<file path="config.mk">
export PLATFORM = sky130hd
export DESIGN_NAME = iou_mmio
export DESIGN_NICKNAME = d
export VERILOG_FILES = /design/src/rtl/iou_mmio.sv
export SDC_FILE = /design/constraint.sdc
export NUM_CORES = 1
export LEC_CHECK = 0
export ABC_CLOCK_PERIOD_IN_PS = 2600
export BUFFER_PORTS_ARGS = -buffer_cell sky130_fd_sc_hd__buf_4
export CAP_MARGIN = 20
export CORE_MARGIN = 1
export CORE_UTILIZATION = 51
export CTS_CLUSTER_SIZE = 40
export DETAILED_ROUTE_END_ITERATION = 6
export HOLD_SLACK_MARGIN = 0.15
export PLACE_DENSITY = 0.83
export SYNTH_ARGS = -nofsm -noshare
export SYNTH_HDL_FRONTEND = slang
export SYNTH_SLANG_ARGS = --single-unit
</file>
<file path="constraint.sdc">
create_clock -name clk -period 2.6 [get_ports clk]
set_input_delay 0.39 -clock clk [delete_from_list [all_inputs] [get_ports clk]]
set_output_delay 0.39 -clock clk [all_outputs]
set_load 0.01 [all_outputs]
</file>
<file path="src/rtl/iou_mmio.sv">
// iou_mmio: memory-mapped I/O unit with debounced buttons, hex switch entry,
// LED register and a scanned 7-segment display with leading-zero blanking.
module iou_mmio #(
   parameter int unsigned DEBOUNCE_CYC = 16,
   parameter int unsigned SCAN_DIV     = 1024,
   parameter int unsigned DIGITS       = 8,
   parameter int unsigned SW_W         = 16,
   parameter int unsigned LED_W        = 16
) (
   input  logic              clk,
   input  logic              rstn,
   input  logic              data,
   input  logic              del,
   input  logic [SW_W-1:0]   x,
   output logic [LED_W-1:0]  led,
   output logic [DIGITS-1:0] an,
   output logic [6:0]        seg,
   input  logic [7:0]        io_addr,
   input  logic [31:0]       io_dout,
   input  logic              io_we,
   input  logic              io_rd,
   output logic [31:0]       io_din
);

   localparam int unsigned CNT_W  = $clog2(DEBOUNCE_CYC + 1);
   localparam int unsigned SLOT_W = (SCAN_DIV > 1) ? $clog2(SCAN_DIV) : 1;
   localparam int unsigned IDX_W  = (DIGITS > 1) ? $clog2(DIGITS) : 1;

   localparam logic [7:0] A_LED    = 8'h00;
   localparam logic [7:0] A_DISP   = 8'h04;
   localparam logic [7:0] A_STATUS = 8'h08;
   localparam logic [7:0] A_IN     = 8'h0C;
   localparam logic [7:0] A_SW     = 8'h10;
   localparam logic [7:0] A_CYC    = 8'h14;

   // synchronisers and edge history
   logic [SW_W-1:0]             r_x_s1, r_x_s2, r_x_prev;
   logic [1:0]                  r_btn_s1, r_btn_s2;
   // debounce state; bit 0 = data, bit 1 = del
   logic [1:0]                  r_btn_stable, r_press;
   logic [1:0][CNT_W-1:0]       r_btn_cnt;
   // bus-visible registers
   logic [LED_W-1:0]            r_led;
   logic [31:0]                 r_disp, r_in, r_edit, r_cyc;
   logic                        r_in_ready, r_edit_active;
   // display scan
   logic [SLOT_W-1:0]           r_slot;
   logic [IDX_W-1:0]            r_idx;
   logic [DIGITS-1:0]           r_an;
   logic [6:0]                  r_seg;

   logic [SW_W-1:0]             w_x_rise;
   logic                        w_dig_vld;
   logic [3:0]                  w_dig;
   logic                        w_rd_in;
   logic [31:0]                 w_src, w_hi;
   logic [IDX_W+1:0]            w_shift;
   logic                        w_blank;
   logic [6:0]                  w_pat;

   assign led = r_led;
   assign an  = r_an;
   assign seg = r_seg;

   // two-flop synchronisers for all asynchronous inputs
   always_ff @(posedge clk or negedge rstn) begin
      if (!rstn) begin
         r_x_s1   <= '0;
         r_x_s2   <= '0;
         r_x_prev <= '0;
         r_btn_s1 <= '0;
         r_btn_s2 <= '0;
      end else begin
         r_x_s1   <= x;
         r_x_s2   <= r_x_s1;
         r_x_prev <= r_x_s2;
         r_btn_s1 <= {del, data};
         r_btn_s2 <= r_btn_s1;
      end
   end

   // button debounce: accept a level after DEBOUNCE_CYC consecutive disagreeing cycles
   always_ff @(posedge clk or negedge rstn) begin
      if (!rstn) begin
         r_btn_stable <= '0;
         r_press      <= '0;
         r_btn_cnt    <= '0;
      end else begin
         for (int b = 0; b < 2; b++) begin
            r_press[b] <= 1'b0;
            if (r_btn_s2[b] != r_btn_stable[b]) begin
               if (r_btn_cnt[b] == CNT_W'(DEBOUNCE_CYC - 1)) begin
                  r_btn_stable[b] <= r_btn_s2[b];
                  r_press[b]      <= r_btn_s2[b];
                  r_btn_cnt[b]    <= '0;
               end else begin
                  r_btn_cnt[b] <= r_btn_cnt[b] + CNT_W'(1);
               end
            end else begin
               r_btn_cnt[b] <= '0;
            end
         end
      end
   end

   // switch rising edges, lowest index wins
   always_comb begin
      w_x_rise  = r_x_s2 & ~r_x_prev;
      w_dig_vld = 1'b0;
      w_dig     = 4'd0;
      for (int i = int'(SW_W) - 1; i >= 0; i--) begin
         if (w_x_rise[i]) begin
            w_dig_vld = 1'b1;
            w_dig     = 4'(i);
         end
      end
   end

   assign w_rd_in = io_rd && (io_addr == A_IN);

   // CPU-writable registers and cycle counter
   always_ff @(posedge clk or negedge rstn) begin
      if (!rstn) begin
         r_led  <= '0;
         r_disp <= '0;
         r_cyc  <= '0;
      end else begin
         r_cyc <= r_cyc + 32'd1;
         if (io_we) begin
            case (io_addr)
               A_LED:   r_led  <= io_dout[LED_W-1:0];
               A_DISP:  r_disp <= io_dout;
               default: ;
            endcase
         end
      end
   end

   // edit register, committed value and ready handshake (data > del > digit)
   always_ff @(posedge clk or negedge rstn) begin
      if (!rstn) begin
         r_edit        <= '0;
         r_edit_active <= 1'b0;
         r_in          <= '0;
         r_in_ready    <= 1'b0;
      end else begin
         if (r_press[0]) begin
            r_in          <= r_edit;
            r_in_ready    <= 1'b1;
            r_edit        <= '0;
            r_edit_active <= 1'b0;
         end else begin
            if (w_rd_in) begin
               r_in_ready <= 1'b0;
            end
            if (r_press[1]) begin
               r_edit        <= {4'd0, r_edit[31:4]};
               r_edit_active <= 1'b1;
            end else if (w_dig_vld) begin
               r_edit        <= {r_edit[27:0], w_dig};
               r_edit_active <= 1'b1;
            end
         end
      end
   end

   // slot counter and digit index
   always_ff @(posedge clk or negedge rstn) begin
      if (!rstn) begin
         r_slot <= '0;
         r_idx  <= '0;
      end else if (r_slot == SLOT_W'(SCAN_DIV - 1)) begin
         r_slot <= '0;
         r_idx  <= (r_idx == IDX_W'(DIGITS - 1)) ? '0 : r_idx + IDX_W'(1);
      end else begin
         r_slot <= r_slot + SLOT_W'(1);
      end
   end

   // current digit nibble and blanking decision
   always_comb begin
      w_src   = r_edit_active ? r_edit : r_disp;
      w_shift = {r_idx, 2'b00};
      w_hi    = w_src >> w_shift;
      w_blank = (r_idx != '0) && (w_hi == 32'd0);
   end

   // hex to active-low segments, seg[0]=a .. seg[6]=g
   always_comb begin
      w_pat = 7'h7F;
      case (w_hi[3:0])
         4'h0: w_pat = 7'h40;
         4'h1: w_pat = 7'h79;
         4'h2: w_pat = 7'h24;
         4'h3: w_pat = 7'h30;
         4'h4: w_pat = 7'h19;
         4'h5: w_pat = 7'h12;
         4'h6: w_pat = 7'h02;
         4'h7: w_pat = 7'h78;
         4'h8: w_pat = 7'h00;
         4'h9: w_pat = 7'h10;
         4'hA: w_pat = 7'h08;
         4'hB: w_pat = 7'h03;
         4'hC: w_pat = 7'h46;
         4'hD: w_pat = 7'h21;
         4'hE: w_pat = 7'h06;
         4'hF: w_pat = 7'h0E;
         default: w_pat = 7'h7F;
      endcase
   end

   // registered digit enables and segments
   always_ff @(posedge clk or negedge rstn) begin
      if (!rstn) begin
         r_an  <= '1;
         r_seg <= 7'h7F;
      end else begin
         r_an  <= ~(DIGITS'(1) << r_idx);
         r_seg <= w_blank ? 7'h7F : w_pat;
      end
   end

   // read mux, combinational from io_addr
   always_comb begin
      io_din = 32'd0;
      case (io_addr)
         A_LED:    io_din = 32'(r_led);
         A_DISP:   io_din = r_disp;
         A_STATUS: io_din = {30'd0, r_edit_active, r_in_ready};
         A_IN:     io_din = r_in;
         A_SW:     io_din = 32'(r_x_s2);
         A_CYC:    io_din = r_cyc;
         default:  io_din = 32'd0;
      endcase
   end

endmodule

</file>
After elaboration in Yosys (flattened, before gate mapping)
Memories as Yosys holds them, arrays and structs flattened.
Cells that the tools add are included.
- ROM bits: 112
- output and inout bits: 63
- memories: 1
- input port bits: 62
- register bits: 240
- word-level logic and storage cells: 107
- memory list (name ; depth ; width ; read ports ; clocked after memory_dff ; write ports ; RTL line ; source):
    (no name shown) ; 16 ; 7 ; 1 ; 0 ; 0 ; 191 ; case (w_hi[3:0])
- add/subtract/negate cells: 5
- mux-type cells: 53
- bitwise logic cells: 3
- equal/unequal tests: 11
- reductions and logical operators: 11
- shift-type cells: 2
- operator list (kind ; count):
    $pmux W32 S6 ; 1
    $mux W32 ; 4
    $mux W4 ; 16
    $add A32 B1 Y32 const B ; 1
    $logic_not A32 Y1 ; 1
    $shr A32 B5 Y32 ; 1
    $mux W1 ; 25
    $mux W5 ; 4
    $and A16 B16 Y16 ; 1
    $eq A8 B4 Y1 const B ; 2
    $eq A8 B5 Y1 const B ; 2
    $not A16 Y16 ; 1
    $add A10 B1 Y10 const B ; 1
    $add A5 B1 Y5 const B ; 2
    $eq A10 B10 Y1 const B ; 1
    $eq A5 B4 Y1 const B ; 2
    $mux W10 ; 1
    $eq A8 B3 Y1 const B ; 1
    $logic_not A8 Y1 ; 1
    $not A8 Y8 ; 1
    $reduce_and A2 Y1 ; 4
    $shl A1 B3 Y8 const A ; 1
    $mux W7 ; 1
    $reduce_bool A3 Y1 ; 2
    other kinds (6) ; 8

Longest topological paths before layout
- word-level depth: 21
- depth in mapped cells: 11
- mapped depth without buffers: 9

Worst setup path before layout
OpenSTA, ideal clock, no wires.
- path kind: reg-to-reg
- from: register r_idx[0]
- to: register r_seg[0], in the netlist seg[0]
- path slack: -75 ps
- clock period less this slack: 2675 ps
- setup time: 78 ps
- data required time: 2522 ps
- cell stages (with the launch flop): 10
- buffers on the path: 2
- data arrival time: 2597 ps
- path through: dfrtp_1 > buf_6 > buf_2 > mux4_2 > mux2_2 > o21ai_1 > inv_1 > ha_1 > or3_1 > a31o_1
- cells in the longest elaborated chain, start to end: 4
- elaborated cells on any way between the ends: 6
- those cells by class: 1 x shift; 1 x mux; 3 x reduce/logical; 1 x memory
- RTL lines (item ; RTL line ; source):
    start: declaration ; 48 ; logic [IDX_W-1:0] r_idx;
    start signal: assignment ; 174 ; r_idx <= (r_idx == IDX_W'(DIGITS - 1)) ? '0 : r_idx + IDX_W'(1);
    branches (longest 3 deep; another with $mem_v2 Z16 W7) ; -- ;
    $mux W7 * ; 219 ; r_seg <= w_blank ? 7'h7F : w_pat;
    end signal: assignment ; 219 ;
    end: declaration ; 50 ; logic [6:0] r_seg;
Every way passes the cells marked *.
A chain may end at the register's enable or synchronous reset.

Worst setup path in the final report
- from: register r_edit_active
- to: register r_seg[0], in the netlist seg[0]
- cells in the longest elaborated chain, start to end: 5
- elaborated cells on any way between the ends: 6
- those cells by class: 1 x shift; 2 x mux; 2 x reduce/logical; 1 x memory
- RTL lines (item ; RTL line ; source):
    start: declaration ; 45 ; logic r_in_ready, r_edit_active;
    start signal: assignment ; 143 ; r_edit_active <= 1'b0;
    start signal: assignment ; 151 ; r_edit_active <= 1'b0;
    start signal: assignment ; 158 ; r_edit_active <= 1'b1;
    $mux W32 * ; 182 ; w_src = r_edit_active ? r_edit : r_disp;
    $shr A32 B5 Y32 * ; 184 ; w_hi = w_src >> w_shift;
    branches (longest 2 deep; another with $mem_v2 Z16 W7) ; -- ;
    $mux W7 * ; 219 ;
Marks and branches as above.

==> results.tsv <==
metric	value	unit
status	finished with violations	
failing checks	DRC	
GPL Wtd Cong	0.9166	
max-slew violations	0	
DP Area	12440	µm²
Cells after Synth	914	
Die Area	22040	µm²
flip-flop and latch count after synthesis	240	
sequential area share after synthesis	55.06	%
Final Util	65.64	%
post-CTS setup buffers	0	
Die Width	148.5	µm
CTS buffer count	25	
initial antenna violation count	0	
Wirelength per Cell	21.46	µm
Initial DRT Pass Iterations	7	
fill count	1433	
VDD IR max	513.3	µV
worst hold margin	0.1690	ns
CTS tree	yes	
I/O pins	125	
skew final	0.02554	ns
Power, Total	8.622	mW
Slew @ Worst Pin	0.6248	ns
origin of the critical flop-to-flop path	r_edit_active	
met2 routed wirelength	14160	µm
antenna viol nets, final	0	
CP cell instances	buf_6 > mux4_2 > mux4_2 > buf_4 > ha_1 > or3_1 > a31o_1	
critical path class	flip-flop to flip-flop	
critical path required time	3.06	ns
max cap viols	0	
Clock Tree Buf Depth	3	
Hold Path Origin	io_rd	
via count	8624	
Yosys top cell area share	51.46	%
PortBufs	124	
drt via density	6.121	
clock latency on the worst-skew pair	0.53	ns
DRC errors left	9	
placed insts	1313	
CP max-delay cell	mux4_2	
row cnt	53	
crit path DAT	2.97	ns
leading area contributor after synthesis	dfrtp_1	
count of final setup violators	0	
Post-synth EDFFs	0	
DR WL met3	3104	µm
die height	148.5	µm
Main synth FF type	dfrtp_1	
Area contributors post-synth	dfrtp_1 51%, mux2_2 8.5%, mux4_2 3.7%	
Worst Hold Class	input pin to flip-flop	
Cell Count, Final, Fillers Out	1409	
n_diodes	0	
CP endpoint kind	flip-flop	
post-synthesis async set-or-reset flop share	100.0	%
Critical path origin	r_edit_active	
CTS H-tree lvls	1	
Worst-path clk slew	0.06	ns
Worst Path Max Fanout	17	
DRT met1 WL	11630	µm
count of final hold-check violations	0	
Core Region	21020	µm²
fin crit share	96.45	%
initial cell density of the core	52.05	%
most common library cells after synthesis	225 x dfrtp_1, 83 x mux2_2, 70 x nand2_1, 69 x nor2_1, 39 x mux2i_1	
final wirelength	30240	µm
GRT Residual Overflow	0	
Synth-to-Final Area Change	26.11	%
CTS root buf	clkbuf_16	
Cell variety after synth	55	
vias in the first global route	8658	
max frequency	398.8	MHz
initial drt markers	885	
Tot GR Track Use	28.38	%
yosys warns	0	
CP Launch Type	flip-flop	
# nets final	1194	
hpwl dp	20140	µm
RSZ-0062 raised after global routing	false	
cell with the most instances after synthesis	dfrtp_1	
cell area after synthesis	10940	µm²
Worst path max stage delay	0.50	ns
Static Leakage	6.525	nW
Post-Syn Nets	992	
cell mode on critical path	mux4_2	
clock sink total	240	
largest net degree at the start of global routing	76	
fin area	13800	µm²
fin crit period	2.508	ns
global-route wire length before repair	48140	µm
share of layout cells above drive strength 1	29.72	%
syn_area_per_cell	11.97	µm²
max layer used	met4	
Slew HR	58.34	%
pwr/cell area	624.9	nW/µm²
==> logic make-up (layout without fill, tap and decap cells) <==
kind of cell / after synthesis / in the layout / synth area share, %
mux: 141 / 141 / 16.05
flops: 240 / 240 / 55.06
fa+ha+maj: 16 / 16 / 1.830
xor+xnor: 41 / 41 / 3.282
buf+inv: 80 / 300 / 3.168
simple gates: 252 / 252 / 10.90
compound gates: 144 / 144 / 9.708
==> final timing paths <==
kind	end	slack (ns)	cells after the start
max	seg[0]	0.09	7
min	r_in_ready	0.17	3
max reg2reg	seg[0]	0.09	7
min reg2reg	r_x_s2[13]	0.34	0
max in group asynchronous	r_disp[23]	1.36	3
min in group asynchronous	r_btn_s2[1]	0.42	2
==> critical path, delay by kind of cell (launching register included) <==
kind                     cells  cell delay, ns
AND/OR/NAND/NOR              1            0.37
AO/OA/AOI/OAI                1            0.18
adder cells (fa/ha/maj)      1            0.22
multiplexers                 2            0.84
buffers and inverters        2            0.39
flip-flops                   1            0.44
==> per-stage QoR <==
stage	setup TNS [ns]	worst slack, ns
2_1_floorplan	0	0.05169
3_3_place_gp	0	0.06827
3_5_place_dp	-0.2399	-0.07018
4_1_cts	0	0.007854
5_1_grt	0	0.01158
6_report	0	0.09239
==> layout make-up <==
| class | count | area (µm²) | area share [%] |
|---|---|---|---|
| flip-flops and latches | 240 | 6027 | 43.68 |
| clock buffers | 31 | 658.1 | 4.770 |
| repair buffers | 222 | 1888 | 13.68 |
| multi-input cells | 594 | 4582 | 33.21 |
| well taps | 275 | 344.1 | 2.494 |
| clock inverters | 14 | 175.2 | 1.269 |
| inverters | 33 | 123.9 | 0.8977 |
==> layout by cell type (no fill, tap or decap), drive strengths merged, types with 2 or more instances in the layout <==
master and n:
and3 14, nor4 6, dfstp 15, nor3b 4
or4 2, xor2 12, ha 16, nand3b 4
a22oi 31, dlygate4sd3 51, o21bai 3, a211oi 28
dfrtp 225, mux2i 39, nand4 5, mux2 83
o21ai 19, inv 33, a21oi 22, a31oi 2
a221o 6, nor2 69, bufinv 4, clkinv 9
or3 2, nand3 38, nand2b 10, clkbuf 31
nor2b 13, nand2 70, mux4 19, o2111ai 2
a2bb2oi 2, a211o 3, nor3 9, nor4b 2
o31ai 2, buf 171, a222oi 18, xnor2 29
==> sequential cells by signal (all words and copies together), names as in the netlist <==
| name | cells |
|---|---|
| r_cyc | 32 |
| r_disp | 32 |
| r_edit | 32 |
| r_in | 32 |
| led | 16 |
| r_x_prev | 16 |
| r_x_s1 | 16 |
| r_x_s2 | 16 |
| r_btn_cnt | 10 |
| r_slot | 10 |
| an | 8 |
| seg | 7 |
| r_idx | 3 |
| r_btn_s1 | 2 |
| r_btn_s2 | 2 |
| r_btn_stable | 2 |
| r_press | 2 |
| r_edit_active | 1 |
| r_in_ready | 1 |
==> report_power, final <==
group	internal [mW]	switching (mW)	leakage [nW]
clock network	2.19	1.50	0.411
logic	0.417	0.388	3.03
registers	3.92	0.206	3.09
total	6.53	2.10	6.53
==> repair_timing <==
item                                   4_1_cts  5_1_grt
pin swaps                                    0        0
endpoints found under the hold margin      134        0
setup endpoints to repair                    7        9
resized for setup                            1        7
hold buffers                                51        0
==> per-layer routing <==
layer	track usage [%]	vias up
li1	-	3724
met1	37.92	4243
met2	44.14	548
met3	6.748	109
met4	12.73	0
met5	0	-
Power figures use the tool's default switching activity.
